<file path="src/rtl/synth_pkg.sv">
// Shared widths, sample/gain types and the Q0.16 rounding helper for the envelope VCA.
package synth_pkg;

    localparam int unsigned SMP_W  = 16;
    localparam int unsigned ENV_W  = 32;
    localparam int unsigned GAIN_W = 16;

    typedef logic signed [SMP_W-1:0] smp_t;
    typedef logic [GAIN_W-1:0]       gain_t;

    // Round half up, then drop the 16 fractional bits; the range never exceeds +/-32767.
    function automatic smp_t round_q16(input logic signed [32:0] p);
        logic signed [32:0] r;
        r = p + 33'sd32768;
        return smp_t'(r[31:16]);
    endfunction

endpackage

</file>
<file path="src/rtl/env_vca32_gain_slew.sv">
// Applied-gain register that moves toward the target by at most SLEW per accepted sample.
module gain_slew
    import synth_pkg::*;
#(
    parameter gain_t SLEW = 16'h0100
) (
    input  logic  clk,
    input  logic  rst,
    input  logic  en_i,
    input  gain_t tgt_i,
    output gain_t g_new_o
);

    gain_t g_q;

    // Differences are taken only in the direction that cannot wrap.
    always_comb begin
        g_new_o = tgt_i;
        if (tgt_i > g_q && (tgt_i - g_q) > SLEW) begin
            g_new_o = g_q + SLEW;
        end else if (tgt_i < g_q && (g_q - tgt_i) > SLEW) begin
            g_new_o = g_q - SLEW;
        end
    end

    always_ff @(posedge clk) begin
        if (rst) begin
            g_q <= '0;
        end else if (en_i) begin
            g_q <= g_new_o;
        end
    end

endmodule

</file>
<file path="src/rtl/env_vca32.sv">
// Envelope-controlled amplifier: 2-stage valid/ready pipeline scaling samples by env_in[31:16].
// Optional gain slew limiting is enabled by defining ENV_SLEW_EN.
module env_vca32
    import synth_pkg::*;
#(
    parameter gain_t       SLEW         = 16'h0100,
    parameter int unsigned IDLE_SAMPLES = 64
) (
    input  logic             clk,
    input  logic             rst,
    input  logic [ENV_W-1:0] env_in,
    input  logic [SMP_W-1:0] smp_in,
    input  logic             smp_valid,
    output logic             smp_ready,
    output logic [SMP_W-1:0] out_sample,
    output logic             out_valid,
    input  logic             out_ready,
    output logic             voice_idle
);

    localparam logic [15:0] IdleMax = 16'(IDLE_SAMPLES);

    gain_t              tgt;
    gain_t              g_new;
    logic               accept;
    logic signed [32:0] p_d, p_q;
    logic               s1_valid_q, s2_valid_q;
    smp_t               out_sample_q;
    logic [15:0]        idle_cnt_d, idle_cnt_q;
    logic               voice_idle_q;
    logic [15:0]        unused_env_frac;

    assign tgt             = env_in[ENV_W-1:ENV_W-GAIN_W];
    assign unused_env_frac = env_in[15:0];

    // The whole pipeline stalls together whenever the output stage is blocked.
    assign smp_ready = !(s2_valid_q && !out_ready);
    assign accept    = smp_valid && smp_ready;

`ifdef ENV_SLEW_EN
    gain_slew #(
        .SLEW(SLEW)
    ) u_gain_slew (
        .clk    (clk),
        .rst    (rst),
        .en_i   (accept),
        .tgt_i  (tgt),
        .g_new_o(g_new)
    );
`else
    // Without slew limiting the applied gain is simply the target latched on each accept.
    logic [GAIN_W-1:0] unused_slew;
    assign unused_slew = SLEW;
    assign g_new       = tgt;
`endif

    assign p_d = 33'($signed(smp_in)) * 33'($signed({1'b0, g_new}));

    always_comb begin
        idle_cnt_d = '0;
        if (g_new == '0) begin
            idle_cnt_d = (idle_cnt_q == IdleMax) ? idle_cnt_q : idle_cnt_q + 16'd1;
        end
    end

    always_ff @(posedge clk) begin
        if (rst) begin
            s1_valid_q   <= 1'b0;
            s2_valid_q   <= 1'b0;
            p_q          <= '0;
            out_sample_q <= '0;
            idle_cnt_q   <= '0;
            voice_idle_q <= 1'b1;
        end else if (smp_ready) begin
            s1_valid_q <= accept;
            s2_valid_q <= s1_valid_q;
            if (accept) begin
                p_q          <= p_d;
                idle_cnt_q   <= idle_cnt_d;
                voice_idle_q <= (idle_cnt_d == IdleMax);
            end
            if (s1_valid_q) begin
                out_sample_q <= round_q16(p_q);
            end
        end
    end

    assign out_sample = out_sample_q;
    assign out_valid  = s2_valid_q;
    assign voice_idle = voice_idle_q;

endmodule
</file>
<file path="config.mk">
export PLATFORM = sky130hd
export DESIGN_NAME = env_vca32
export DESIGN_NICKNAME = d
export VERILOG_FILES = /design/src/rtl/synth_pkg.sv /design/src/rtl/env_vca32_gain_slew.sv /design/src/rtl/env_vca32.sv
export SDC_FILE = /design/constraint.sdc
export NUM_CORES = 1
export LEC_CHECK = 0
export ABC_AREA = 1
export CAP_MARGIN = 40
export CORE_MARGIN = 10
export CORE_UTILIZATION = 60
export DETAILED_ROUTE_END_ITERATION = 7
export PLACE_DENSITY = 0.89
export SLEW_MARGIN = 20
export SYNTH_ARGS = -nofsm -noshare
export SYNTH_HDL_FRONTEND = slang
export SYNTH_SLANG_ARGS = --single-unit
</file>
<file path="constraint.sdc">
create_clock -name clk -period 15.7 [get_ports clk]
set_input_delay 3.14 -clock clk [delete_from_list [all_inputs] [get_ports clk]]
set_output_delay 3.14 -clock clk [all_outputs]
set_load 0.02 [all_outputs]
</file>
==> impl_results.rst <==
.. list-table::
   :header-rows: 1

   * - Metric
     - Value
   * - CTS-repair resized insts
     - 0
   * - Worst-case headroom to the max-slew limit
     - 43.2%
   * - Status
     - completed
   * - Top cells by count, synth
     - sky130_fd_sc_hd__inv_1, sky130_fd_sc_hd__nand2_1, sky130_fd_sc_hd__fa_1
   * - Setup repair after global routing missed its margin
     - no
   * - H-tree levels
     - 2
   * - Required @ worst endpoint
     - 15.89 ns
   * - Global placer's final weighted congestion
     - 0.915
   * - Core Footprint
     - 19,600 sq um
   * - Transition time of the tightest slew-check pin
     - 0.850 ns
   * - Area fraction of the dominant cell type after synthesis
     - 32.2%
   * - Starting Density
     - 61.3%
   * - Antenna diodes
     - 0
   * - Site row count
     - 51
   * - Dominant synthesized flop cell
     - sky130_fd_sc_hd__dfxtp_1
   * - Post-Synthesis Net Count
     - 2,070
   * - Path type of the worst setup path
     - input port to flip-flop
   * - Nature of the critical path endpoint
     - flip-flop
   * - Crit path top cell by count
     - sky130_fd_sc_hd__fa_1
   * - Sw Pwr
     - 1.68 mW
   * - Clock root buffer
     - sky130_fd_sc_hd__clkbuf_16
   * - Max Slew Vio Count
     - 0
   * - Top cell type by total area after synthesis
     - sky130_fd_sc_hd__fa_1
   * - Most heavily used metal layer in global routing
     - met2
   * - Int Pwr
     - 1.12 mW
   * - GRT met2 Usage
     - 42.9%
   * - Cts-stage hold buffer count
     - 0
   * - Count of nets left with antenna violations after detail routing
     - 0
   * - Full die area
     - 26,100 sq um
   * - Maximum fanout along the worst path
     - 17
   * - Per-instance average area after synthesis
     - 7.03 sq um
   * - Post-CTS setup buffers
     - 0
   * - Net switching share of the total power
     - 60.1%
   * - Number of design rule violations left after detail routing
     - 0
   * - Vias in the first global route
     - 11,300
   * - Final setup margin
     - 6.68 ns
   * - M1 GR Usage
     - 27.3%
   * - Worst-Skew Late Latency
     - 0.29 ns
   * - Path class of the lowest-slack min-delay path
     - flip-flop to flip-flop
   * - Unique cell type count in the Yosys netlist
     - 37
   * - Setup TNS
     - 0 ns
   * - Syn-to-layout area delta
     - 7.08%
   * - Type of element launching the critical path
     - input port
   * - Number of max-cap violations
     - 0
   * - Setup clock skew after layout
     - 0.00578 ns
   * - Sequential fraction of design power
     - 6.2%
   * - Via count
     - 10,700
   * - Post-layout min period
     - 9.02 ns
   * - Peak supply drop
     - 0.302 mV
   * - Number of endpoints failing setup at the final stage
     - 0
   * - Post-synthesis async set-or-reset flop share
     - 0%
   * - Max incr delay on CP
     - 1.01 ns
   * - Cell breakdown of the critical path
     - clkdlybuf4s50_1 -> nand2_1 -> fa_1 -> fa_1 -> fa_1 -> inv_1 -> fa_1 -> fa_1 -> inv_1 -> fa_1 -> inv_1 -> ha_1 -> a21oi_1 -> o21ai_0 -> a21oi_1 -> nor2_1 -> nor2_1 -> nand2_1 -> nand2_1 -> nand3_1 -> nand2_1 -> inv_1
   * - Vertical extent of the die
     - 161 microns
   * - Sum of overflow across all layers after global routing
     - 0
   * - Final nets
     - 2,065
   * - Number of instances in the synthesized netlist
     - 1,708
   * - Post-synthesis sequential area ratio
     - 8.67%
   * - Share of final-layout standard cells stronger than drive strength 1
     - 2.88%
   * - Fmax
     - 111 MHz
   * - Placement Setup Slack
     - 6.43 ns
   * - GRT met3 Usage
     - 3.76%
   * - Buffers from clock root to sink, at most
     - 2
   * - Port Buffer Count
     - 54
   * - Summed instance area of the synthesized netlist
     - 12,000 sq um
   * - I/O pin total
     - 71
   * - WL per Instance
     - 15.3 microns
   * - Number of antenna violations at the first check in global routing
     - 0
   * - First-pass GRT wire length
     - 51.6 mm
   * - Post-DR vias/cell
     - 5.43
   * - TritonCTS Sinks
     - 52
   * - Clock slew at the register clock pins of the worst setup and hold paths
     - 0.07 ns
   * - HPWL after DPL
     - 23.8 mm
   * - Die width
     - 161 microns
   * - CTS tree
     - yes
   * - Number of synthesized flops with an enable pin
     - 0
   * - Leakage power of the design
     - 7.31 nW
   * - Fraction of the cycle the final worst path needs
     - 57.4%
   * - Hold Fails Final Rpt
     - 0
   * - Global-route usage over all layers
     - 23.8%
   * - Power per cell area
     - 218 nW/um^2
   * - Top cells by area in the synthesized netlist
     - sky130_fd_sc_hd__fa_1, sky130_fd_sc_hd__inv_1, sky130_fd_sc_hd__nand2_1
   * - CP Data Arrival Time
     - 9.21 ns
   * - Detailed-router iteration count before antenna repair
     - 8
   * - Most used standard cell by instance count after synthesis
     - sky130_fd_sc_hd__inv_1
   * - Iter 0 DRT Violations
     - 841
   * - Synthesis Warnings
     - 0
   * - Clock network power share
     - 4.6%
   * - Yosys reg bits
     - 52
   * - Combinational fraction of design power
     - 89.2%
   * - Pin count of the biggest net entering global routing
     - 45
   * - Total routed wirelength
     - 30.1 mm
   * - Clock buffer count from CTS
     - 5
   * - Critical-path cell with the highest stage delay
     - sky130_fd_sc_hd__clkdlybuf4s50_1
[per-layer routing]
metal	wire [microns]	share of wire (%)
met1	11300	37
met2	15400	51
met3	2190	7.3
met4	1240	4.1
met5	0	0
[path summary, 6_finish.rpt]
kind	slack, ns	cells after the start	start	to
max	6.68	22	env_in[30]	p_q[28]
min	0.49	2	s1_valid_q	s1_valid_q
max reg2reg	13.77	11	idle_cnt_q[1]	voice_idle
min reg2reg	0.49	2	s1_valid_q	s1_valid_q
[registers in the layout, indices dropped and copies added, names as in the netlist]
name        count
out_sample     16
p_q            17
idle_cnt_q     16
out_valid       1
voice_idle      1
s1_valid_q      1
[worst max-delay path: cells and delay by family]
| family | cells | cell delay [ns] |
|---|---|---|
| simple gates | 7 | 0.69 |
| fa+ha+maj | 7 | 3.47 |
| compound gates | 3 | 0.72 |
| buf+inv | 5 | 1.21 |
[power by group through the flow]
stage	logic, mW	registers (mW)	clock network, mW
after floorplan	1.82	0.177	0
after global placement	2.38	0.175	0
after detailed placement	2.44	0.176	0
after CTS	2.46	0.173	0.130
after global routing	2.86	0.176	0.135
final	2.50	0.173	0.128
[area by class of cell]
type,instances,area [sq um]
well taps,265,332
multi-input cells,1138,8990
fillers,1594,6740
clock inverters,2,38.8
clock buffers,6,139
repair buffers,64,653
flip-flops and latches,52,1040
inverters,442,1660
[layout by cell type (no fill, tap or decap), types with 5 or more instances in the layout]
cell                              synthesis  layout
sky130_fd_sc_hd__clkbuf_16                0       5
sky130_fd_sc_hd__dfxtp_1                 52      52
sky130_fd_sc_hd__inv_1                  438     438
sky130_fd_sc_hd__fa_1                   193     193
sky130_fd_sc_hd__xor2_1                  16      16
sky130_fd_sc_hd__a21oi_1                 68      68
sky130_fd_sc_hd__nand4_1                 12      12
sky130_fd_sc_hd__nor2_2                   6       6
sky130_fd_sc_hd__nand2_2                  9       9
sky130_fd_sc_hd__clkdlybuf4s50_1          0      54
sky130_fd_sc_hd__nand2_1                422     422
sky130_fd_sc_hd__nor3_1                  15      15
sky130_fd_sc_hd__ha_1                   117     117
sky130_fd_sc_hd__o21ai_1                  6       6
sky130_fd_sc_hd__nand3_1                 59      59
sky130_fd_sc_hd__nor2_1                 134     134
sky130_fd_sc_hd__xnor2_1                  7       7
sky130_fd_sc_hd__o21ai_0                 47      47
sky130_fd_sc_hd__nor2_4                   5       5
[metrics by stage]
stage / total power [mW] / hold WS (ns) / util [%] / area, sq um / std cells
after global routing: 3.17 / 0.511 / 65.6 / 12900 / 1969
after floorplan: 2.00 / 0.443 / - / 12000 / 1708
after CTS: 2.76 / 0.484 / 65.3 / 12800 / 1965
after global placement: 2.55 / 0.451 / 64.3 / 12600 / 1955
after detailed placement: 2.61 / 0.469 / 64.4 / 12600 / 1957
final: 2.80 / 0.485 / 65.6 / 12900 / 1969
[logic make-up after synthesis]
logic type,Yosys count,synth area share (%)
XOR/XNOR,23,1.68
buffers and inverters,518,16.4
AND/OR/NAND/NOR,672,23.0
adder cells (fa/ha/maj),310,44.4
AO/OA/AOI/OAI,133,5.82
flip-flops,52,8.67
Power figures use the tool's default switching activity.
